$ cat config.mk
export PLATFORM = sky130hd
export DESIGN_NAME = dcache_assoc
export DESIGN_NICKNAME = d
export VERILOG_FILES = /design/src/rtl/dcache_assoc.sv
export SDC_FILE = /design/constraint.sdc
export NUM_CORES = 2
export LEC_CHECK = 0
export BUFFER_PORTS_ARGS = -buffer_cell sky130_fd_sc_hd__buf_2
export CORE_ASPECT_RATIO = 1.2
export CORE_MARGIN = 2
export CORE_UTILIZATION = 47
export DETAILED_ROUTE_END_ITERATION = 10
export PLACE_DENSITY = 0.68
export SYNTH_ARGS = -nofsm -noshare
export SYNTH_HDL_FRONTEND = slang
export SYNTH_SLANG_ARGS = --single-unit
$ cat constraint.sdc
create_clock -name CLK -period 5.75 [get_ports CLK]
set_clock_uncertainty 0.2 [all_clocks]
set_input_delay 0.575 -clock CLK [delete_from_list [all_inputs] [get_ports CLK]]
set_output_delay 0.575 -clock CLK [all_outputs]
set_load 0.05 [all_outputs]
$ cat src/rtl/dcache_assoc.sv
// 2-way set-associative write-back, write-allocate data cache with one LRU bit per set.
// Define DCACHE_STATS_EN to add the HIT_COUNT / MISS_COUNT statistics outputs.
module dcache_assoc #(
   parameter int SETS  = 8,
   parameter int WORDS = 4
) (
   input  logic                        CLK,
   input  logic                        RESET,
   input  logic                        MEM_READ,
   input  logic                        MEM_WRITE,
   input  logic [31:0]                 MEM_ADDRESS,
   input  logic [3:0]                  BYTE_EN,
   input  logic [31:0]                 DATA_IN,
   output logic [31:0]                 CACHE_READ_OUT,
   output logic                        BUSYWAIT,
   output logic                        MEM_MEM_READ,
   output logic                        MEM_MEM_WRITE,
   output logic [29-$clog2(WORDS):0]   MEM_BLOCK_ADDR,
   output logic [32*WORDS-1:0]         MEM_WRITE_OUT,
   input  logic [32*WORDS-1:0]         MEM_READ_OUT,
   input  logic                        MEM_BUSYWAIT
`ifdef DCACHE_STATS_EN
  ,output logic [31:0]                 HIT_COUNT,
   output logic [31:0]                 MISS_COUNT
`endif
);

   localparam int OFF_W  = $clog2(WORDS);
   localparam int OFF_WX = (OFF_W > 0) ? OFF_W : 1;
   localparam int IDX_W  = $clog2(SETS);
   localparam int BLK_W  = 30 - OFF_W;
   localparam int TAG_W  = BLK_W - IDX_W;

   typedef enum logic [1:0] {IDLE, WRITEBACK, FETCH, UPDATE} state_t;
   state_t state;

   logic [TAG_W-1:0]     tag_q  [2][SETS];
   logic [32*WORDS-1:0]  data_q [2][SETS];
   logic [SETS-1:0]      valid_q [2];
   logic [SETS-1:0]      dirty_q [2];
   logic [SETS-1:0]      lru_q;
   logic                 vic_q;
   logic [BLK_W-1:0]     miss_blk;

   logic                 access, hit, hit_way, victim, vic_dirty;
   logic [1:0]           way_hit;
   logic [BLK_W-1:0]     addr_blk;
   logic [IDX_W-1:0]     idx, miss_idx;
   logic [TAG_W-1:0]     tag, miss_tag;
   logic [OFF_WX-1:0]    off;
   logic [31:0]          hit_word, wr_word;
   logic                 addr_unused;

   assign addr_blk    = MEM_ADDRESS[31:2+OFF_W];
   assign idx         = addr_blk[IDX_W-1:0];
   assign tag         = addr_blk[BLK_W-1:IDX_W];
   assign off         = (WORDS == 1) ? '0 : MEM_ADDRESS[2 +: OFF_WX];
   assign miss_idx    = miss_blk[IDX_W-1:0];
   assign miss_tag    = miss_blk[BLK_W-1:IDX_W];
   assign addr_unused = ^MEM_ADDRESS[1:0];

   always_comb begin
      access     = MEM_READ | MEM_WRITE;
      way_hit[0] = access && (state == IDLE) && valid_q[0][idx] && (tag_q[0][idx] == tag);
      way_hit[1] = access && (state == IDLE) && valid_q[1][idx] && (tag_q[1][idx] == tag);
      hit        = |way_hit;
      hit_way    = way_hit[1];
      // Fill invalid ways in order before falling back to LRU replacement
      victim     = !valid_q[0][idx] ? 1'b0 : (!valid_q[1][idx] ? 1'b1 : lru_q[idx]);
      vic_dirty  = valid_q[victim][idx] & dirty_q[victim][idx];
      hit_word   = data_q[hit_way][idx][{off, 5'b0} +: 32];
      wr_word    = hit_word;
      for (int unsigned b = 0; b < 4; b++)
         if (BYTE_EN[b]) wr_word[8*b +: 8] = DATA_IN[8*b +: 8];
      CACHE_READ_OUT = hit ? hit_word : '0;
      BUSYWAIT       = RESET & ((state != IDLE) | (access & ~hit));
   end

   // Tag and data arrays carry no reset; the valid bits gate every use of them
   always_ff @(posedge CLK) begin
      if (state == IDLE && hit && MEM_WRITE)
         data_q[hit_way][idx][{off, 5'b0} +: 32] <= wr_word;
      if (state == UPDATE) begin
         tag_q[vic_q][miss_idx]  <= miss_tag;
         data_q[vic_q][miss_idx] <= MEM_READ_OUT;
      end
   end

`ifdef DCACHE_STATS_EN
   logic after_upd;
`endif

   always_ff @(posedge CLK or negedge RESET) begin
      if (!RESET) begin
         state          <= IDLE;
         valid_q        <= '{default: '0};
         dirty_q        <= '{default: '0};
         lru_q          <= '0;
         vic_q          <= 1'b0;
         miss_blk       <= '0;
         MEM_MEM_READ   <= 1'b0;
         MEM_MEM_WRITE  <= 1'b0;
         MEM_BLOCK_ADDR <= '0;
         MEM_WRITE_OUT  <= '0;
`ifdef DCACHE_STATS_EN
         after_upd      <= 1'b0;
         HIT_COUNT      <= '0;
         MISS_COUNT     <= '0;
`endif
      end else begin
`ifdef DCACHE_STATS_EN
         after_upd <= (state == UPDATE);
`endif
         case (state)
            IDLE: begin
               if (hit) begin
                  lru_q[idx] <= ~hit_way;
                  if (MEM_WRITE) dirty_q[hit_way][idx] <= 1'b1;
`ifdef DCACHE_STATS_EN
                  if (!after_upd) HIT_COUNT <= HIT_COUNT + 32'd1;
`endif
               end else if (access) begin
                  vic_q    <= victim;
                  miss_blk <= addr_blk;
`ifdef DCACHE_STATS_EN
                  MISS_COUNT <= MISS_COUNT + 32'd1;
`endif
                  if (vic_dirty) begin
                     state          <= WRITEBACK;
                     MEM_MEM_WRITE  <= 1'b1;
                     MEM_BLOCK_ADDR <= {tag_q[victim][idx], idx};
                     MEM_WRITE_OUT  <= data_q[victim][idx];
                  end else begin
                     state          <= FETCH;
                     MEM_MEM_READ   <= 1'b1;
                     MEM_BLOCK_ADDR <= addr_blk;
                  end
               end
            end
            WRITEBACK: if (!MEM_BUSYWAIT) begin
               state          <= FETCH;
               MEM_MEM_WRITE  <= 1'b0;
               MEM_WRITE_OUT  <= '0;
               MEM_MEM_READ   <= 1'b1;
               MEM_BLOCK_ADDR <= miss_blk;
            end
            FETCH: if (!MEM_BUSYWAIT) begin
               state          <= UPDATE;
               MEM_MEM_READ   <= 1'b0;
               MEM_BLOCK_ADDR <= '0;
            end
            UPDATE: begin
               state                    <= IDLE;
               valid_q[vic_q][miss_idx] <= 1'b1;
               dirty_q[vic_q][miss_idx] <= 1'b0;
               lru_q[miss_idx]          <= ~vic_q;
            end
            default: state <= IDLE;
         endcase
      end
   end

endmodule

==> flow_summary_export.csv <==
group,metric,value,unit
pwr,switchingPower,18.4,mW
routing,viasPerCell,7.08,
routing,wl_per_cell,39.0,um
timing,grt_setup_unrepaired,"true",
routing,firstDrtPassIters,9,
yosys,yosysTopAreaCell,"edfxtp_1",
yosys,syn_nets,8818,
worst_hold_path,holdPathStages,2,
outcome,violations,"setup timing",
final_layout,drive_gt1_share,30.3,%
cts,clock_sinks,2677,
pwr,powerDensity,384,mW/mm^2
pwr,p_int,40.2,mW
job,cap_violations,0,
final_layout,synthToLayoutAreaGrowth,22.2,%
die,num_rows,207,
final_layout,fin_nets,9850,
setup_path,cp-end-kind,"primary output",
global_routing,antenna_found_initial,64,
placement,globalplace.congestion,0.990,
cts,clock_latency,0.90,ns
yosys,yosys_register_bits,2677,
pwr,leakagePower,53.9,nW
worst_hold_path,min_from,"MEM_READ_OUT[29]",
pwr,pwr-share-comb,25.5,%
setup_path,r2r-start,"tag_q[1][48]",
yosys,synth_edf_count,2448,
cts,cts_tree,"yes",
die,ioPinCount,392,
timing,setup_slack,-0.791,ns
die,core,0.265,mm^2
routing,wl,525,mm
global_routing,grt_pass1_vias,92362,
cts,htreeDepth,5,
timing,worstMarginPinSlew,1.34,ns
pwr,fin_total_pwr,58.6,mW
worst_hold_path,hp-class,"in2reg",
yosys,avgSynthCellArea,14.5,um^2
setup_path,critPathRequiredTime,4.97,ns
placement,portBuffers,389,
outcome,status,"complete, but fails checks",
cts,numCtsBuffers,285,
pwr,p_seq_share,42.5,%
global_routing,grt_pass1_wl,717,mm
die,dieArea,0.270,mm^2
setup_path,critical_path_class,"reg2out",
routing,ant_nets,0,
setup_path,timing.rr.end,"data_q[1][692]",
cts,root_buffer,"clkbuf_16",
timing,hold_slack,0.0517,ns
timing,slew_headroom,10.8,%
yosys,netlist_area,0.125,mm^2
routing,num_vias,95341,
setup_path,r2r_slack,-0.08,ns
cts,clk_path_buf_depth,4,
yosys,synth_top_cell_area_share,58.8,%
yosys,synth-seq-area-share,63.4,%
final_layout,design_area,0.153,mm^2
setup_path,cp_max_fo,7,
routing,route.detailed.drc,0,
setup_path,cp.arrival,5.77,ns
die,die_w,475,um
pwr,clockPowerShare,32.0,%
placement,place_area,0.139,mm^2
timing,finalMaxSlewViolations,0,
yosys,syn_inst,8609,
die,die_y,569,um
yosys,synth_ff_type,"edfxtp_1",
timing,fmax,153,MHz
timing,final.min_clock_period,6.54,ns
timing,period_share,114,%
yosys,ys_types,95,
setup_path,start_kind,"flop",
yosys,ys_async_sr_fraction,8.55,%
die,start_util,47.2,%
placement,dp.final_hpwl,333,mm
global_routing,grt_usage,38.2,%
yosys,ys.warnings.count,0,
worst_hold_path,hold_end,"data_q[1][797]",
yosys,synth_area_leaders,"edfxtp_1, mux4_2, nand2_1",
cts,clk_pin_slew,0.06,ns
timing,final-setup-viol-count,95,
pwr,switching_share,31.4,%
pwr,vdd_drop_max,340,uV
setup_path,r2r_cells,24,
timing,hold_viol,0,
routing,drtIter0Drc,16394,
global_routing,grt_overflow,0,
global_routing,grt_max_degree,118,
## registers in the layout, indices dropped and copies added (netlist names)
name and cells:
miss_blk 28, state 2, MEM_WRITE_OUT 128, lru_q 8
MEM_MEM_WRITE 1, vic_q 1, MEM_MEM_READ 1, dirty_q 16
MEM_BLOCK_ADDR 28, data_q 2048, tag_q 400, valid_q 16
## cell families (layout without fill, tap and decap cells)
group | count (synthesis) | after routing | share of synthesized area (%)
flops | 2677 | 2677 | 63.4
other cells | 0 | 51 | 0
xor+xnor | 36 | 36 | 0.252
simple gates | 2645 | 2645 | 9.07
mux | 1198 | 1198 | 16.7
compound gates | 1301 | 1301 | 7.75
fa+ha+maj | 8 | 8 | 0.0801
buf+inv | 744 | 2004 | 2.73
## power groups by stage
stage	sequential, mW	combinational, mW	clock [mW]
2_1_floorplan	25.3	7.79	0
3_3_place_gp	25.2	14.0	0
3_5_place_dp	25.3	14.2	0
4_1_cts	24.9	14.4	18.7
5_1_grt	25.0	15.4	19.5
6_report	24.9	15.0	18.8
## routing by layer
metal  vias to the layer above  track usage [%]  wire, um
met5                         -            0.162       317
met4                        40             33.6     56600
met2                      9213             55.4    226000
met3                      2348             13.5     81900
li1                      36329                -         -
met1                     47411             44.8    160000
## synthesized netlist by cell type, drive strengths merged (18+ instances only)
master,n
o211ai,30
and3,40
o221ai,33
xnor2,18
nor2,269
inv,51
a221o,24
a22o,60
o21ai,226
mux2,133
edfxtp,2448
nand2b,26
a22oi,70
mux4,695
xor2,18
a211oi,36
nand4,122
a32o,39
a32oi,237
nand3,413
o2111ai,43
clkbuf,438
nand2,1640
a21oi,85
nor4,27
o31ai,69
o22ai,133
mux2i,370
dfrtp,229
a31oi,62
a41oi,22
buf,246
or2,23
## what timing repair did
| action | CTS | global route |
|---|---|---|
| gates resized for setup | 258 | 160 |
| setup buffers | 57 | 85 |
| hold buffers | 33 | 0 |
| pin swaps | 51 | 86 |
| gates cloned | 9 | 7 |
| endpoints found under the hold margin | 192 | 0 |
| setup endpoints to repair | 1233 | 357 |
## layout make-up
class                   instances  area, um^2
well taps                    3553        4450
clock buffers                 396        8020
clock inverters               119        1320
multi-input cells            5188       44500
flip-flops and latches       2677       79200
inverters                      54         210
fillers                     20209      112000
repair buffers               1435       14800
diodes                         51         128
## worst max-delay path: stages (launching register included)
cell       delay [ns]
edfxtp_1         0.42
mux4_2           0.53
mux2i_4          0.22
xor2_4           0.26
buf_6            0.15
nand4_1          0.10
nor4_2           0.28
buf_4            0.16
and4_4           0.22
buf_12           0.18
buf_12           0.16
buf_16           0.16
buf_12           0.13
buf_6            0.09
mux4_2           0.22
o2111ai_2        0.12
a21oi_1          0.21
buf_4            0.20
o32ai_4          0.11
buf_12           0.17
nor2_4           0.51
buf_12           0.22
## stage by stage
stage	util (%)	instances	setup TNS (ns)	setup slack [ns]
after floorplan	-	8609	-100.43	-0.114
after global placement	52.7	12740	-891.93	-1.29
after detailed placement	52.7	12740	-897.17	-1.36
after CTS	57.1	13346	-16.65	-0.638
after global routing	57.7	13434	-22.32	-0.750
final	57.7	13473	-21.20	-0.791
## worst max path at each step
| stage | startpoint | to | slack (ns) |
|---|---|---|---|
| CTS | tag_q[1][93] | CACHE_READ_OUT[17] | -0.64 |
| floorplan | MEM_ADDRESS[6] | data_q[1][672] | -0.11 |
| detailed placement | MEM_ADDRESS[5] | CACHE_READ_OUT[24] | -1.36 |
| global route | tag_q[1][48] | CACHE_READ_OUT[25] | -0.75 |
| finish | tag_q[1][48] | CACHE_READ_OUT[25] | -0.79 |
| global placement | MEM_ADDRESS[5] | CACHE_READ_OUT[24] | -1.29 |
## layout by cell type (no fill, tap or decap), types with 30 or more instances in the layout
master / instances
buf_12: 324
a22o_1: 51
edfxtp_1: 2448
mux4_2: 692
o21ai_0: 165
nand4_1: 121
o31ai_1: 61
a32o_1: 38
a31oi_1: 60
nor2_4: 88
buf_6: 56
diode_2: 51
mux2i_1: 364
dfrtp_1: 229
clkbuf_1: 79
a211oi_1: 31
and3_1: 31
clkbuf_16: 305
nand3_1: 412
o22ai_1: 114
o21ai_1: 48
dlygate4sd3_1: 33
clkinv_1: 32
buf_2: 352
mux2_2: 131
nor2_1: 173
nand2_1: 1634
a22oi_1: 66
inv_1: 48
clkinv_2: 43
buf_4: 628
a21oi_1: 76
o221ai_1: 30
a32oi_1: 236
Power figures use the tool's default switching activity.
